File: src/rtl/pipe_ctrl_if.sv
// Handshake bundle between the pipeline hazard sources and the pipeline controller.
// The master side raises stall/flush requests; the slave side is pipe_ctrl.
interface pipe_ctrl_if;
    logic        stallreq_id;
    logic        stallreq_ex;
    logic        ex_done;
    logic        flush_req;
    logic [31:0] flush_pc;
    logic [5:0]  stall;
    logic        flush;
    logic [31:0] new_pc;
    logic [15:0] stall_cnt;
    logic        timeout_err;

    modport master (
        output stallreq_id, stallreq_ex, ex_done, flush_req, flush_pc,
        input  stall, flush, new_pc, stall_cnt, timeout_err
    );

    modport slave (
        input  stallreq_id, stallreq_ex, ex_done, flush_req, flush_pc,
        output stall, flush, new_pc, stall_cnt, timeout_err
    );
endinterface

File: src/rtl/pipe_ctrl.sv
// Pipeline stall/flush controller: load-use and multi-cycle EX stalls, redirect flushes,
// a watchdog on multi-cycle operations and a saturating stall-cycle counter.
module pipe_ctrl #(
    parameter logic [7:0] WD_LIMIT = 8'd255
) (
    input  logic       clk,
    input  logic       rst,
    pipe_ctrl_if.slave pif
);
    typedef enum logic [1:0] {
        RUN     = 2'b00,
        MC_WAIT = 2'b01,
        FLUSH   = 2'b10
    } state_e;

    state_e      state_q, state_d;
    logic [7:0]  wdCnt_q, wdCnt_d;
    logic [31:0] newPc_q, newPc_d;
    logic [15:0] stallCnt_q, stallCnt_d;
    logic        timeoutErr_q, timeoutErr_d;
    logic [5:0]  stallVec;
    logic [5:0]  stallOut;
    logic        flushOut;

    always_ff @(posedge clk) begin
        if (rst) begin
            state_q      <= RUN;
            wdCnt_q      <= 8'd0;
            newPc_q      <= 32'h0;
            stallCnt_q   <= 16'd0;
            timeoutErr_q <= 1'b0;
        end else begin
            state_q      <= state_d;
            wdCnt_q      <= wdCnt_d;
            newPc_q      <= newPc_d;
            stallCnt_q   <= stallCnt_d;
            timeoutErr_q <= timeoutErr_d;
        end
    end

    // A redirect always wins; any flush_req sampled here lands in FLUSH next cycle.
    always_comb begin
        state_d      = RUN;
        wdCnt_d      = wdCnt_q;
        newPc_d      = newPc_q;
        timeoutErr_d = timeoutErr_q;
        stallVec     = 6'b000000;
        flushOut     = 1'b0;
        case (state_q)
            RUN: begin
                if (pif.flush_req) begin
                    state_d = FLUSH;
                    newPc_d = pif.flush_pc;
                end else if (pif.stallreq_ex) begin
                    state_d  = MC_WAIT;
                    wdCnt_d  = 8'd0;
                    stallVec = 6'b001111;
                end else if (pif.stallreq_id) begin
                    stallVec = 6'b000111;
                end
            end
            MC_WAIT: begin
                wdCnt_d = wdCnt_q + 8'd1;
                if (pif.flush_req) begin
                    state_d = FLUSH;
                    newPc_d = pif.flush_pc;
                end else if (pif.ex_done) begin
                    state_d = RUN;
                end else if (wdCnt_q == WD_LIMIT) begin
                    state_d      = RUN;
                    timeoutErr_d = 1'b1;
                end else begin
                    state_d  = MC_WAIT;
                    stallVec = 6'b001111;
                end
            end
            FLUSH: begin
                flushOut = 1'b1;
                if (pif.flush_req) begin
                    state_d = FLUSH;
                    newPc_d = pif.flush_pc;
                end
            end
            default: begin
                state_d = RUN;
            end
        endcase
    end

    // Reset forces the freeze and flush outputs quiet regardless of the current state.
    always_comb begin
        stallOut   = rst ? 6'b000000 : stallVec;
        stallCnt_d = stallCnt_q;
        if (stallOut[0] && (stallCnt_q != 16'hFFFF)) begin
            stallCnt_d = stallCnt_q + 16'd1;
        end
    end

    assign pif.stall       = stallOut;
    assign pif.flush       = flushOut & ~rst;
    assign pif.new_pc      = newPc_q;
    assign pif.stall_cnt   = stallCnt_q;
    assign pif.timeout_err = timeoutErr_q;
endmodule

File: src/flat_wrapper.sv
// flat-port wrapper written by rule: the top's interface ports become plain ports
module pipe_ctrl_flat 
#(
    parameter logic [7:0] WD_LIMIT = 8'd255
)
  (clk, rst, pif_stallreq_id, pif_stallreq_ex, pif_ex_done, pif_flush_req, pif_flush_pc, pif_stall, pif_flush, pif_new_pc, pif_stall_cnt, pif_timeout_err);
  pipe_ctrl_if pif_i ();
  input  logic clk;
  input  logic rst;
  input wire logic [$bits(pif_i.stallreq_id)-1:0] pif_stallreq_id;
  input wire logic [$bits(pif_i.stallreq_ex)-1:0] pif_stallreq_ex;
  input wire logic [$bits(pif_i.ex_done)-1:0] pif_ex_done;
  input wire logic [$bits(pif_i.flush_req)-1:0] pif_flush_req;
  input wire logic [$bits(pif_i.flush_pc)-1:0] pif_flush_pc;
  output wire logic [$bits(pif_i.stall)-1:0] pif_stall;
  output wire logic [$bits(pif_i.flush)-1:0] pif_flush;
  output wire logic [$bits(pif_i.new_pc)-1:0] pif_new_pc;
  output wire logic [$bits(pif_i.stall_cnt)-1:0] pif_stall_cnt;
  output wire logic [$bits(pif_i.timeout_err)-1:0] pif_timeout_err;
  assign pif_i.stallreq_id = pif_stallreq_id;
  assign pif_i.stallreq_ex = pif_stallreq_ex;
  assign pif_i.ex_done = pif_ex_done;
  assign pif_i.flush_req = pif_flush_req;
  assign pif_i.flush_pc = pif_flush_pc;
  assign pif_stall = pif_i.stall;
  assign pif_flush = pif_i.flush;
  assign pif_new_pc = pif_i.new_pc;
  assign pif_stall_cnt = pif_i.stall_cnt;
  assign pif_timeout_err = pif_i.timeout_err;
  pipe_ctrl #(.WD_LIMIT(WD_LIMIT)) u_core (.clk(clk), .rst(rst), .pif(pif_i));
endmodule
File: config.mk
export PLATFORM = sky130hd
export DESIGN_NAME = pipe_ctrl_flat
export DESIGN_NICKNAME = d
export VERILOG_FILES = /design/src/rtl/pipe_ctrl_if.sv /design/src/rtl/pipe_ctrl.sv /design/src/flat_wrapper.sv
export SDC_FILE = /design/constraint.sdc
export NUM_CORES = 1
export LEC_CHECK = 0
export ABC_AREA = 1
export CORE_MARGIN = 2
export CORE_UTILIZATION = 50
export CTS_CLUSTER_SIZE = 30
export DETAILED_ROUTE_END_ITERATION = 7
export DONT_BUFFER_PORTS = 1
export GPL_ROUTABILITY_DRIVEN = 0
export PLACE_DENSITY_LB_ADDON = 0.3
export SKIP_CTS_REPAIR_TIMING = 1
export SLEW_MARGIN = 20
export SYNTH_ARGS = -nofsm -noshare
export SYNTH_HDL_FRONTEND = slang
export SYNTH_SLANG_ARGS = --single-unit
File: constraint.sdc
create_clock -name clk -period 2.76 [get_ports clk]
set_input_delay 0.138 -clock clk [delete_from_list [all_inputs] [get_ports clk]]
set_output_delay 0.138 -clock clk [all_outputs]
set_load 0.03 [all_outputs]
==> summary by stage <==
Die
The starting density of the core is 0.527. 94 I/O pins were placed. The die is 78.1 um wide. Measured along the y axis, the die boundary spans 78.1 um. The core footprint is 0.00520 sq mm. The floorplan has 26 rows. The die covers 0.00610 sq mm.

Detailed routing
The average wire per standard cell is 13.3 um. The via-per-instance ratio is 5.00. The number of DRC markers in iteration 0 is 83.

Before antenna repair, the detailed router went through 4 iterations. The routed design has 6180 um of wire. Detailed routing inserted a total of 2332 vias. The remaining antenna violation count is 0. The remaining design rule violation count is 0.

Global route
The total congestion overflow is 0. The number of antenna violations at the first check in global routing came to 0. The number of global-route vias before repair is 2233. The first global-routing pass estimated 10000 um of wire. Entering global routing, the biggest net connects 37 pins. Across every metal layer, demand over resource in global routing totals 0.207.

Synth
Of the synthesized area, sequential elements account for 0.430. The number of synthesized flops with an enable pin is 0. The portion of netlist area occupied by mux cells is 0. Synthesis instantiated 32 different standard cells from the library. Of the total synthesized cell area, the portion taken by full adders, half adders and majority gates is 0.00912. The xor/xnor share of the synthesized area is 0.0351. Counting flops with an async set or reset pin after synthesis yields a share of 0. The leading register cell type out of synthesis is sky130_fd_sc_hd__dfxtp_1. The most frequently used cell type in the post-synthesis netlist is sky130_fd_sc_hd__nor2_1. The synthesized netlist cell count is 381. The Yosys step of the flow raised 0 warnings. The synthesized area divided by synthesized cell count is 7.20 sq um.

Counting instances in the post-synthesis netlist gives the leading cell types as sky130_fd_sc_hd__nor2_1 (85), sky130_fd_sc_hd__nand2_1 (66), sky130_fd_sc_hd__dfxtp_1 (59). The share of the synthesized area in the top cell type is 0.430. The fraction of the mapped netlist area in simple logic gates is 0.317. The largest family of logic cells by synthesized area is simple AND/OR/NAND/NOR gates. The complex-gate fraction of the synthesized area was 0.128. Sorting the synthesized cells by area gives the leading types as sky130_fd_sc_hd__dfxtp_1 (43%), sky130_fd_sc_hd__nor2_1 (12%), sky130_fd_sc_hd__nand2_1 (9.0%).

The number of synthesized register bits is 59. The area of the mapped netlist is 0.00274 sq mm. sky130_fd_sc_hd__dfxtp_1 takes more of the synthesized area than any other cell.

Setup path
For flop-to-flop paths, the worst setup slack is 0.79 ns. The critical path data arrival time is 1.95 ns. The critical path goes through ha_1, nand2_1, nor2_1, nand2_1, nand2_2, nand2_4, nand2_4, inv_1.

In this run the critical register-to-register path is launched from u_core.pif.stall_cnt[0]. The maximum cell stage delay along the critical path is 0.57 ns. The worst setup path startpoint is u_core.wdCnt_q[0]. The kind of launch point of the worst setup path is a flop. The largest individual stage delay along the critical path comes from the cell sky130_fd_sc_hd__inv_1. The worst register-to-register path ends at u_core.pif.stall_cnt[12].

At the worst endpoint, the required time is 2.62 ns. The largest fanout on the critical path is 5. The number of cells on the worst reg-to-reg path is 10.

STA classifies the critical path endpoint as an output pin. The kind of critical path is flop to output pin.

Finish
The fraction of layout cells with a size suffix above 1 is 0.124. After filler insertion, the fill cell instance count of the layout stands at 500. The final layout contains 431 nets. The area growth from synthesis to layout is 13.5%. The antenna diode count is 0.

The cell area after layout is 0.00311 sq mm.

Power
The switching part of the total power is 0.265. The total power divided by cell area is 643 mW/mm^2. The share of power burned in the clock network is 0.436.

After layout, the design draws a total of 0.00200 W. The combinational share of power is 0.069. The switching power of the nets is 0.000530 W. The static leakage is 1.24 nW.

Cell internal power was estimated by the tool at 0.00147 W. The worst-case IR drop observed on VDD is 0.000384 V. The share of total power dissipated in sequential elements is 0.495.

Placed design
Detailed placement ended at an HPWL of 4070 um. The area after detailed placement is 0.00275 sq mm. During placement, the flow inserted port buffers numbering 0.

Timing
The number of max-slew violations in the final report came to 0. Setup violations remaining at the end of the flow were counted as 0. The minimum hold slack is -0.0375 ns. Setup repair after global routing left no endpoint under its margin. Setup total negative slack on the finished layout was measured at 0 ns.

The worst-margin pin slew is 1.07 ns. The count of endpoints failing hold in the final timing report is 17. The minimum clock period after layout is 2.08 ns. For this run, the top clock speed supported by timing is 480 MHz. The share of the clock period used by the worst path is 0.755. The largest clock skew in the final design is 0.0110 ns.

The worst pin sits at a relative slew slack of 0.281.

Hold path
The hold path startpoint is pif_flush_pc[8]. The worst hold path was traced through 2 stages. The worst hold path belongs to the class input port to flop. The worst-case hold path end point is u_core.pif.new_pc[8].

Clocking
The clock slew at the register clock pins of the worst setup and hold paths is 0.07 ns. The longest clock path from root to sink contains 2 buffers. The number of clock sinks is 59.

For the worst-skew pair, the clock arrives at the later sink with an insertion delay of 0.34 ns. The CTS tree is built. The total number of H-tree levels is 3.

The number of buffers created by CTS is 9. The tree is rooted in a sky130_fd_sc_hd__clkbuf_8.

Run status
The flow ran to the end, but the final reports show violations. The final reports fail on negative hold slack.

Flow run
The number of maximum-capacitance constraint violations is 0.
-- how the worst max path moves through the flow --
| stage | endpoint | cells past startpoint | slack [ns] |
|---|---|---|---|
| floorplan | u_core.pif.stall_cnt[11] | 10 | 1.02 |
| global placement | u_core.pif.stall_cnt[14] | 10 | 0.87 |
| detailed placement | u_core.pif.stall_cnt[12] | 10 | 0.82 |
| CTS | pif_stall[1] | 8 | 0.65 |
| global route | pif_stall[2] | 8 | 0.52 |
| finish | pif_stall[0] | 8 | 0.68 |
-- metal layers --
layer  GRT usage  vias to the layer above  wire length [um]
li1            -                     1216                 -
met1       0.243                     1044              2760
met2       0.346                       62              2950
met3      0.0517                       10               354
met4       0.114                        0               121
met5           0                        -                 0
-- cell families after synthesis --
| logic type | count (synthesis) |
|---|---|
| other cells | 1 |
| xor+xnor | 11 |
| fa+ha+maj | 2 |
| compound gates | 62 |
| buf+inv | 49 |
| simple gates | 197 |
| flops | 59 |
-- cells in the final DEF (no fill, tap or decap) --
| cell | netlist | layout |
|---|---|---|
| sky130_fd_sc_hd__nor2_1 | 85 | 85 |
| sky130_fd_sc_hd__nand2_1 | 66 | 66 |
| sky130_fd_sc_hd__dfxtp_1 | 59 | 59 |
| sky130_fd_sc_hd__o21ai_0 | 36 | 36 |
| sky130_fd_sc_hd__inv_1 | 28 | 28 |
| sky130_fd_sc_hd__a21oi_1 | 14 | 14 |
| sky130_fd_sc_hd__dlygate4sd3_1 | 0 | 14 |
| sky130_fd_sc_hd__nand2_2 | 13 | 13 |
| sky130_fd_sc_hd__clkbuf_8 | 0 | 10 |
| sky130_fd_sc_hd__a21oi_2 | 9 | 9 |
| sky130_fd_sc_hd__nand3_1 | 8 | 8 |
| sky130_fd_sc_hd__nand4_1 | 7 | 7 |
| sky130_fd_sc_hd__xnor2_1 | 6 | 6 |
| sky130_fd_sc_hd__nor3_1 | 5 | 5 |
| sky130_fd_sc_hd__xor2_1 | 5 | 5 |
| sky130_fd_sc_hd__nand3b_1 | 3 | 3 |
| sky130_fd_sc_hd__buf_4 | 4 | 3 |
| sky130_fd_sc_hd__nor2_4 | 2 | 2 |
| sky130_fd_sc_hd__nand2_4 | 2 | 2 |
| sky130_fd_sc_hd__nor2_2 | 2 | 2 |
| sky130_fd_sc_hd__nand3_2 | 2 | 2 |
| sky130_fd_sc_hd__ha_1 | 2 | 2 |
| sky130_fd_sc_hd__conb_1 | 1 | 2 |
| sky130_fd_sc_hd__clkbuf_1 | 10 | 2 |
| sky130_fd_sc_hd__bufinv_16 | 0 | 2 |
| sky130_fd_sc_hd__o211ai_1 | 1 | 1 |
| sky130_fd_sc_hd__inv_2 | 1 | 1 |
| sky130_fd_sc_hd__clkinv_1 | 1 | 1 |
| sky130_fd_sc_hd__a31oi_1 | 1 | 1 |
| sky130_fd_sc_hd__and2_1 | 1 | 1 |
| sky130_fd_sc_hd__a31o_2 | 1 | 1 |
| sky130_fd_sc_hd__and2_0 | 1 | 1 |
| sky130_fd_sc_hd__clkinv_4 | 0 | 1 |
| sky130_fd_sc_hd__clkinv_2 | 0 | 1 |
-- cell type report --
cell class	count	area, sq um	share of cell area
clock buffers	12	145	0.0466
clock inverters	4	73.8	0.0237
inverters	30	113	0.0362
multi-input cells	274	1350	0.434
flip-flops and latches	59	1180	0.379
well taps	70	87.6	0.0281
repair buffers	17	163	0.0523
-- flip-flops by register name, summed over array words and instances (netlist names) --
| name | count |
|---|---|
| u_core.pif.new_pc | 32 |
| u_core.pif.stall_cnt | 16 |
| u_core.wdCnt_q | 8 |
| u_core.state_q | 2 |
| u_core.pif.timeout_err | 1 |
-- power groups by stage --
stage          registers, W  logic, W  clock network [W]
3_5_place_dp        0.00101  0.000116                  0
2_1_floorplan      0.000999  0.000113                  0
6_report           0.000990  0.000138           0.000873
5_1_grt            0.000993  0.000160           0.000921
4_1_cts            0.000989  0.000116           0.000888
3_3_place_gp        0.00101  0.000114                  0
-- critical path, delay by kind of cell, from the launching register on --
kind | cells | cell delay, ns
AND/OR/NAND/NOR | 6 | 0.47
buffers and inverters | 1 | 0.57
flip-flops | 1 | 0.33
adder cells (fa/ha/maj) | 1 | 0.25
-- per-stage QoR --
stage,utilization,setup WS [ns],cells
finish,0.598,0.676,466
detailed placement,0.529,0.822,436
CTS,0.571,0.654,452
floorplan,-,1.02,382
global route,0.598,0.518,466
global placement,0.529,0.868,436
Power figures use the tool's default switching activity.
